[src/rtl/intbus_traffic_gen_pkg.sv]
// Shared types and helpers for the internal-bus traffic generator.
package intbus_traffic_gen_pkg;

   typedef enum logic [1:0] {IDLE, REQ, GAP, DONE} state_t;

   localparam logic [1:0] MODE_WR    = 2'd0;
   localparam logic [1:0] MODE_RD    = 2'd1;
   localparam logic [1:0] MODE_WR_RD = 2'd2;

   function automatic logic [31:0] sat_inc(input logic [31:0] v, input logic [31:0] maxv);
      return (v >= maxv) ? v : v + 32'd1;
   endfunction

endpackage

[src/rtl/intbus_lat_meter.sv]
// Request-to-ack latency counter with saturating worst-case tracker.
module intbus_lat_meter
   import intbus_traffic_gen_pkg::*;
(
   input  logic        clk,
   input  logic        reset,
   input  logic        clear,
   input  logic        active,
   input  logic        close,
   output logic [15:0] cur_lat,
   output logic [15:0] max_lat
);

   logic [15:0] lat;

   // cur_lat counts the present REQ cycle, so an ack in the first cycle reads 1
   assign cur_lat = 16'(sat_inc(32'(lat), 32'h0000_FFFF));

   always_ff @(posedge clk) begin
      if (reset || clear) begin
         lat     <= '0;
         max_lat <= '0;
      end else if (close) begin
         lat <= '0;
         if (cur_lat > max_lat) max_lat <= cur_lat;
      end else if (active) begin
         lat <= cur_lat;
      end
   end

endmodule

[src/rtl/intbus_traffic_gen.sv]
// Bus-master traffic generator: programmed write/read passes with latency and run-time stats.
// Read-data checking is built only when INTBUS_TRAFFIC_GEN_CHECK_EN is defined.
//   state | meaning
//   IDLE  | waiting for start
//   REQ   | request on bus, waiting for ack
//   GAP   | one idle cycle between transactions
//   DONE  | done pulse, busy drops
module intbus_traffic_gen
   import intbus_traffic_gen_pkg::*;
#(
   parameter int ADDR_W    = 16,
   parameter int DATA_W    = 32,
   parameter int CNT_W     = 16,
   parameter int ADDR_STEP = 1,
   parameter int TIMEOUT   = 1024
) (
   input  logic              clk,
   input  logic              reset,
   input  logic              start,
   input  logic [ADDR_W-1:0] cfg_base,
   input  logic [CNT_W-1:0]  cfg_count,
   input  logic [1:0]        cfg_mode,
   input  logic [DATA_W-1:0] cfg_seed,
   output logic [ADDR_W-1:0] m_addr,
   output logic [DATA_W-1:0] m_wdata,
   output logic              m_wr,
   output logic              m_rd,
   input  logic              m_ack,
   input  logic [DATA_W-1:0] m_rdata,
   output logic              busy,
   output logic              done,
   output logic              timeout,
   output logic [CNT_W-1:0]  err_cnt,
   output logic [15:0]       max_lat,
   output logic [31:0]       total_cycles
);

   state_t            state;
   logic [ADDR_W-1:0] base_r;
   logic [DATA_W-1:0] seed_r;
   logic [CNT_W-1:0]  count_r;
   logic [CNT_W-1:0]  idx;
   logic              rd_pass;
   logic              two_pass;
   logic [15:0]       cur_lat;
   logic              lat_hit;
   logic              last;

   assign lat_hit = 32'(cur_lat) >= 32'(TIMEOUT);
   assign last    = (idx + CNT_W'(1)) == count_r;

`ifndef INTBUS_TRAFFIC_GEN_CHECK_EN
   logic unused_rdata;
   assign unused_rdata = ^m_rdata;
`endif

   intbus_lat_meter u_lat (
      .clk     (clk),
      .reset   (reset),
      .clear   (state == IDLE && start),
      .active  (state == REQ),
      .close   (state == REQ && (m_ack || lat_hit)),
      .cur_lat (cur_lat),
      .max_lat (max_lat)
   );

   always_ff @(posedge clk) begin
      if (reset) begin
         state        <= IDLE;
         base_r       <= '0;
         seed_r       <= '0;
         count_r      <= '0;
         idx          <= '0;
         rd_pass      <= 1'b0;
         two_pass     <= 1'b0;
         m_addr       <= '0;
         m_wdata      <= '0;
         m_wr         <= 1'b0;
         m_rd         <= 1'b0;
         busy         <= 1'b0;
         done         <= 1'b0;
         timeout      <= 1'b0;
         err_cnt      <= '0;
         total_cycles <= '0;
      end else begin
         done <= 1'b0;
         case (state)
            IDLE: if (start) begin
               base_r       <= cfg_base;
               seed_r       <= cfg_seed;
               count_r      <= cfg_count;
               idx          <= '0;
               rd_pass      <= (cfg_mode == MODE_RD);
               two_pass     <= (cfg_mode == MODE_WR_RD);
               m_addr       <= cfg_base;
               m_wdata      <= cfg_seed;
               busy         <= 1'b1;
               timeout      <= 1'b0;
               err_cnt      <= '0;
               total_cycles <= 32'd1;
               if (cfg_count == '0) begin
                  state <= DONE;
                  done  <= 1'b1;
               end else begin
                  state <= REQ;
                  m_wr  <= (cfg_mode != MODE_RD);
                  m_rd  <= (cfg_mode == MODE_RD);
               end
            end
            REQ: begin
               total_cycles <= sat_inc(total_cycles, 32'hFFFF_FFFF);
               if (m_ack) begin
                  m_wr <= 1'b0;
                  m_rd <= 1'b0;
`ifdef INTBUS_TRAFFIC_GEN_CHECK_EN
                  if (m_rd && m_rdata != m_wdata)
                     err_cnt <= CNT_W'(sat_inc(32'(err_cnt), 32'({CNT_W{1'b1}})));
`endif
                  if (!last) begin
                     idx     <= idx + CNT_W'(1);
                     m_addr  <= m_addr + ADDR_W'(ADDR_STEP);
                     m_wdata <= m_wdata + DATA_W'(1);
                     state   <= GAP;
                  end else if (two_pass && !rd_pass) begin
                     rd_pass <= 1'b1;
                     idx     <= '0;
                     m_addr  <= base_r;
                     m_wdata <= seed_r;
                     state   <= GAP;
                  end else begin
                     state <= DONE;
                     done  <= 1'b1;
                  end
               end else if (lat_hit) begin
                  m_wr    <= 1'b0;
                  m_rd    <= 1'b0;
                  timeout <= 1'b1;
                  state   <= DONE;
                  done    <= 1'b1;
               end
            end
            GAP: begin
               total_cycles <= sat_inc(total_cycles, 32'hFFFF_FFFF);
               m_wr         <= !rd_pass;
               m_rd         <= rd_pass;
               state        <= REQ;
            end
            DONE: begin
               busy  <= 1'b0;
               state <= IDLE;
            end
            default: state <= IDLE;
         endcase
      end
   end

endmodule

[config.mk]
export PLATFORM = sky130hd
export DESIGN_NAME = intbus_traffic_gen
export DESIGN_NICKNAME = d
export VERILOG_FILES = /design/src/rtl/intbus_traffic_gen_pkg.sv /design/src/rtl/intbus_lat_meter.sv /design/src/rtl/intbus_traffic_gen.sv
export SDC_FILE = /design/constraint.sdc
export NUM_CORES = 1
export LEC_CHECK = 0
export CAP_MARGIN = 20
export CORE_ASPECT_RATIO = 2
export CORE_MARGIN = 2
export CORE_UTILIZATION = 46
export CTS_CLUSTER_DIAMETER = 150
export DETAILED_ROUTE_END_ITERATION = 16
export DONT_BUFFER_PORTS = 1
export PLACE_DENSITY = 0.63
export SLEW_MARGIN = 15
export SYNTH_ARGS = -nofsm -noshare
export SYNTH_HDL_FRONTEND = slang
export SYNTH_HIERARCHICAL = 1
export SYNTH_SLANG_ARGS = --single-unit
[constraint.sdc]
create_clock -name clk -period 3.5 [get_ports clk]
set_clock_uncertainty 0.05 [all_clocks]
set_input_delay 1.05 -clock clk [delete_from_list [all_inputs] [get_ports clk]]
set_output_delay 1.05 -clock clk [all_outputs]
set_load 0.02 [all_outputs]
==> flow_metrics.env <==
export IMPL_status="finished, final reports clean"
export IMPL_placedCellCount=1687
export IMPL_core_area_mm2=0.0248
export IMPL_relSlewSlack_pct=43.9
export IMPL_overflow=0
export IMPL_drt_initial_drc_count=612
export IMPL_nets=1505
export IMPL_post_dp_cell_area_mm2=0.0118
export IMPL_fin_crit_sh_pct=93.4
export IMPL_r2r_start="idx[1]"
export IMPL_worstPathRequired_ps=3880
export IMPL_antenna_found_initial=0
export IMPL_cts_root_buf="clkbuf_16"
export IMPL_max_freq_ghz=0.306
export IMPL_synth_cells=1406
export IMPL_drcViolationCount=0
export IMPL_dr_pass1_iters=8
export IMPL_insertion_delay_ps=510
export IMPL_avgSynthCellArea_um2=8.22
export IMPL_final_cell_area_mm2=0.0125
export IMPL_setup_violations=0
export IMPL_fin_crit_ps=3270
export IMPL_rsz0062_at_grt="no"
export IMPL_grt_pass1_vias=9718
export IMPL_cts_tree="done"
export IMPL_clockBufferDepth=3
export IMPL_initial_core_util_pct=46.5
export IMPL_numCtsBuffers=20
export IMPL_die_h_um=228
export IMPL_finalMaxSlewViolations=0
export IMPL_setup_worst_path_start_class="flop"
export IMPL_leakage_nw=4.45
export IMPL_htree_levels=1
export IMPL_hold_viol=0
export IMPL_whs_ps=398
export IMPL_core_rowCount=82
export IMPL_grt_use_total_pct=22.9
export IMPL_rr_endpoint="m_addr[12]"
export IMPL_post_drt_wl_per_cell_um=17.8
export IMPL_fillers=2443
export IMPL_worstHoldPathCells=2
export IMPL_multi_input_area_mm2=0.00688
export IMPL_holdPathEnd="base_r[7]"
export IMPL_num_antenna_cells=0
export IMPL_rrSetupSlack_ps=230
export IMPL_hp_start="base_r[7]"
export IMPL_worst_setup_path_type="flop to flop"
export IMPL_cp_max_fo=24
export IMPL_dieArea_mm2=0.0265
export IMPL_io_pins=219
export IMPL_routed_via_density=5.74
export IMPL_hpwlAfterDp_mm=21.2
export IMPL_gp_congestion=0.901
export IMPL_routed_wl_mm=30.8
export IMPL_cp_arrival_ps=3650
export IMPL_fin_tns_setup_ps=0
export IMPL_synth_warning_count=6
export IMPL_die_width_um=116
export IMPL_cap_violations=0
export IMPL_drive_gt1_share_pct=11.9
export IMPL_vdd_drop_max_uv=504
export IMPL_min_path_type="flop to flop"
export IMPL_regArea_mm2=0.00403
export IMPL_powerDensity_mw_per_mm2=684
export IMPL_stdcell_count=1727
export IMPL_synth_area_mm2=0.0116
export IMPL_area_growth_syn_to_layout_pct=8.21
export IMPL_worst_pin_slew_ps=841
export IMPL_io_buffers=0
export IMPL_r2r_cells=10
export IMPL_vias=9918
export IMPL_crit_path_end_kind="flop"
export IMPL_grt_first_pass_wirelength_mm=49.7
export IMPL_grt_max_degree=142
export IMPL_clkSinkCount=201
export IMPL_final_util_pct=50.3
export IMPL_path_clk_slew_ps=60
export IMPL_ant_nets=0
## stage by stage
stage          worst slack, ps  total power [W]
6_report                   230          0.00856
3_3_place_gp               129          0.00629
2_1_floorplan              376          0.00568
3_5_place_dp              16.7          0.00640
5_1_grt                   2.30          0.00907
4_1_cts                   59.1          0.00861
## placed cells by master (no fill, tap or decap), types with 21 or more instances in the layout
cell	n
dfxtp_1	198
clkbuf_16	21
a21oi_1	131
nand3_1	44
a211oi_2	33
buf_4	41
nand4_1	31
ha_1	24
mux2i_1	40
nand2_1	212
o211ai_1	39
xor2_1	36
xnor2_1	62
nor2_1	119
inv_1	34
nand2b_1	35
## critical path: stages, from the launching register on
cell and delay (ps):
dfxtp_1 420, ha_1 220, nand3_2 170, or4_4 570
a22o_1 280, nor4_2 290, nand4_2 280, o21ai_4 210
buf_4 320, a21oi_1 100, a211oi_2 250
## layout make-up
type	count	area share, %
multi-input cells	1074	55.1
well taps	336	3.36
inverters	36	1.08
clock buffers	32	4.93
flip-flops and latches	201	32.2
repair buffers	45	2.99
clock inverters	3	0.340
## routing by layer
layer | wire (µm) | track usage [%] | vias up
met5 | 0 | 0 | -
met4 | 1070 | 8.41 | 0
met3 | 2430 | 6.00 | 56
li1 | - | - | 4846
met2 | 14600 | 38.1 | 279
met1 | 12700 | 28.1 | 4737
## worst max-delay path by stage
stage | endpoint | slack (ps) | startpoint
final | m_addr[12] | 230 | idx[1]
after global routing | m_addr[6] | 2 | idx[1]
after CTS | u_lat/lat[7] | 60 | u_lat/lat[8]
after detailed placement | u_lat/max_lat[12] | 20 | u_lat/lat[0]
after global placement | u_lat/lat[2] | 130 | u_lat/lat[8]
after floorplan | u_lat/max_lat[5] | 380 | u_lat/lat[1]
## registers in the layout, indices dropped and copies added (netlist names)
register / flops
state: 2
m_rd: 1
idx: 16
m_wdata: 32
base_r: 16
m_wr: 1
rd_pass: 1
done: 1
two_pass: 1
count_r: 16
total_cycles: 32
u_lat/max_lat: 16
seed_r: 32
timeout: 1
u_lat/lat: 16
m_addr: 16
busy: 1
## where the power goes
| group | total, W | internal (W) | leakage [nW] | switching (W) |
|---|---|---|---|---|
| Clock | 0.00219 | 0.00128 | 0.320 | 0.000914 |
| Combinational | 0.00276 | 0.00109 | 2.48 | 0.00167 |
| Sequential | 0.00360 | 0.00270 | 1.64 | 0.000901 |
| Total | 0.00856 | 0.00507 | 4.45 | 0.00348 |
## timing repair
item,CTS,global route
setup buffers,0,5
setup endpoints to repair,1,42
cloned,0,0
pin swaps,0,5
hold buffers,0,0
resized for setup,1,7
No activity file was read; power rests on OpenSTA's default activity.
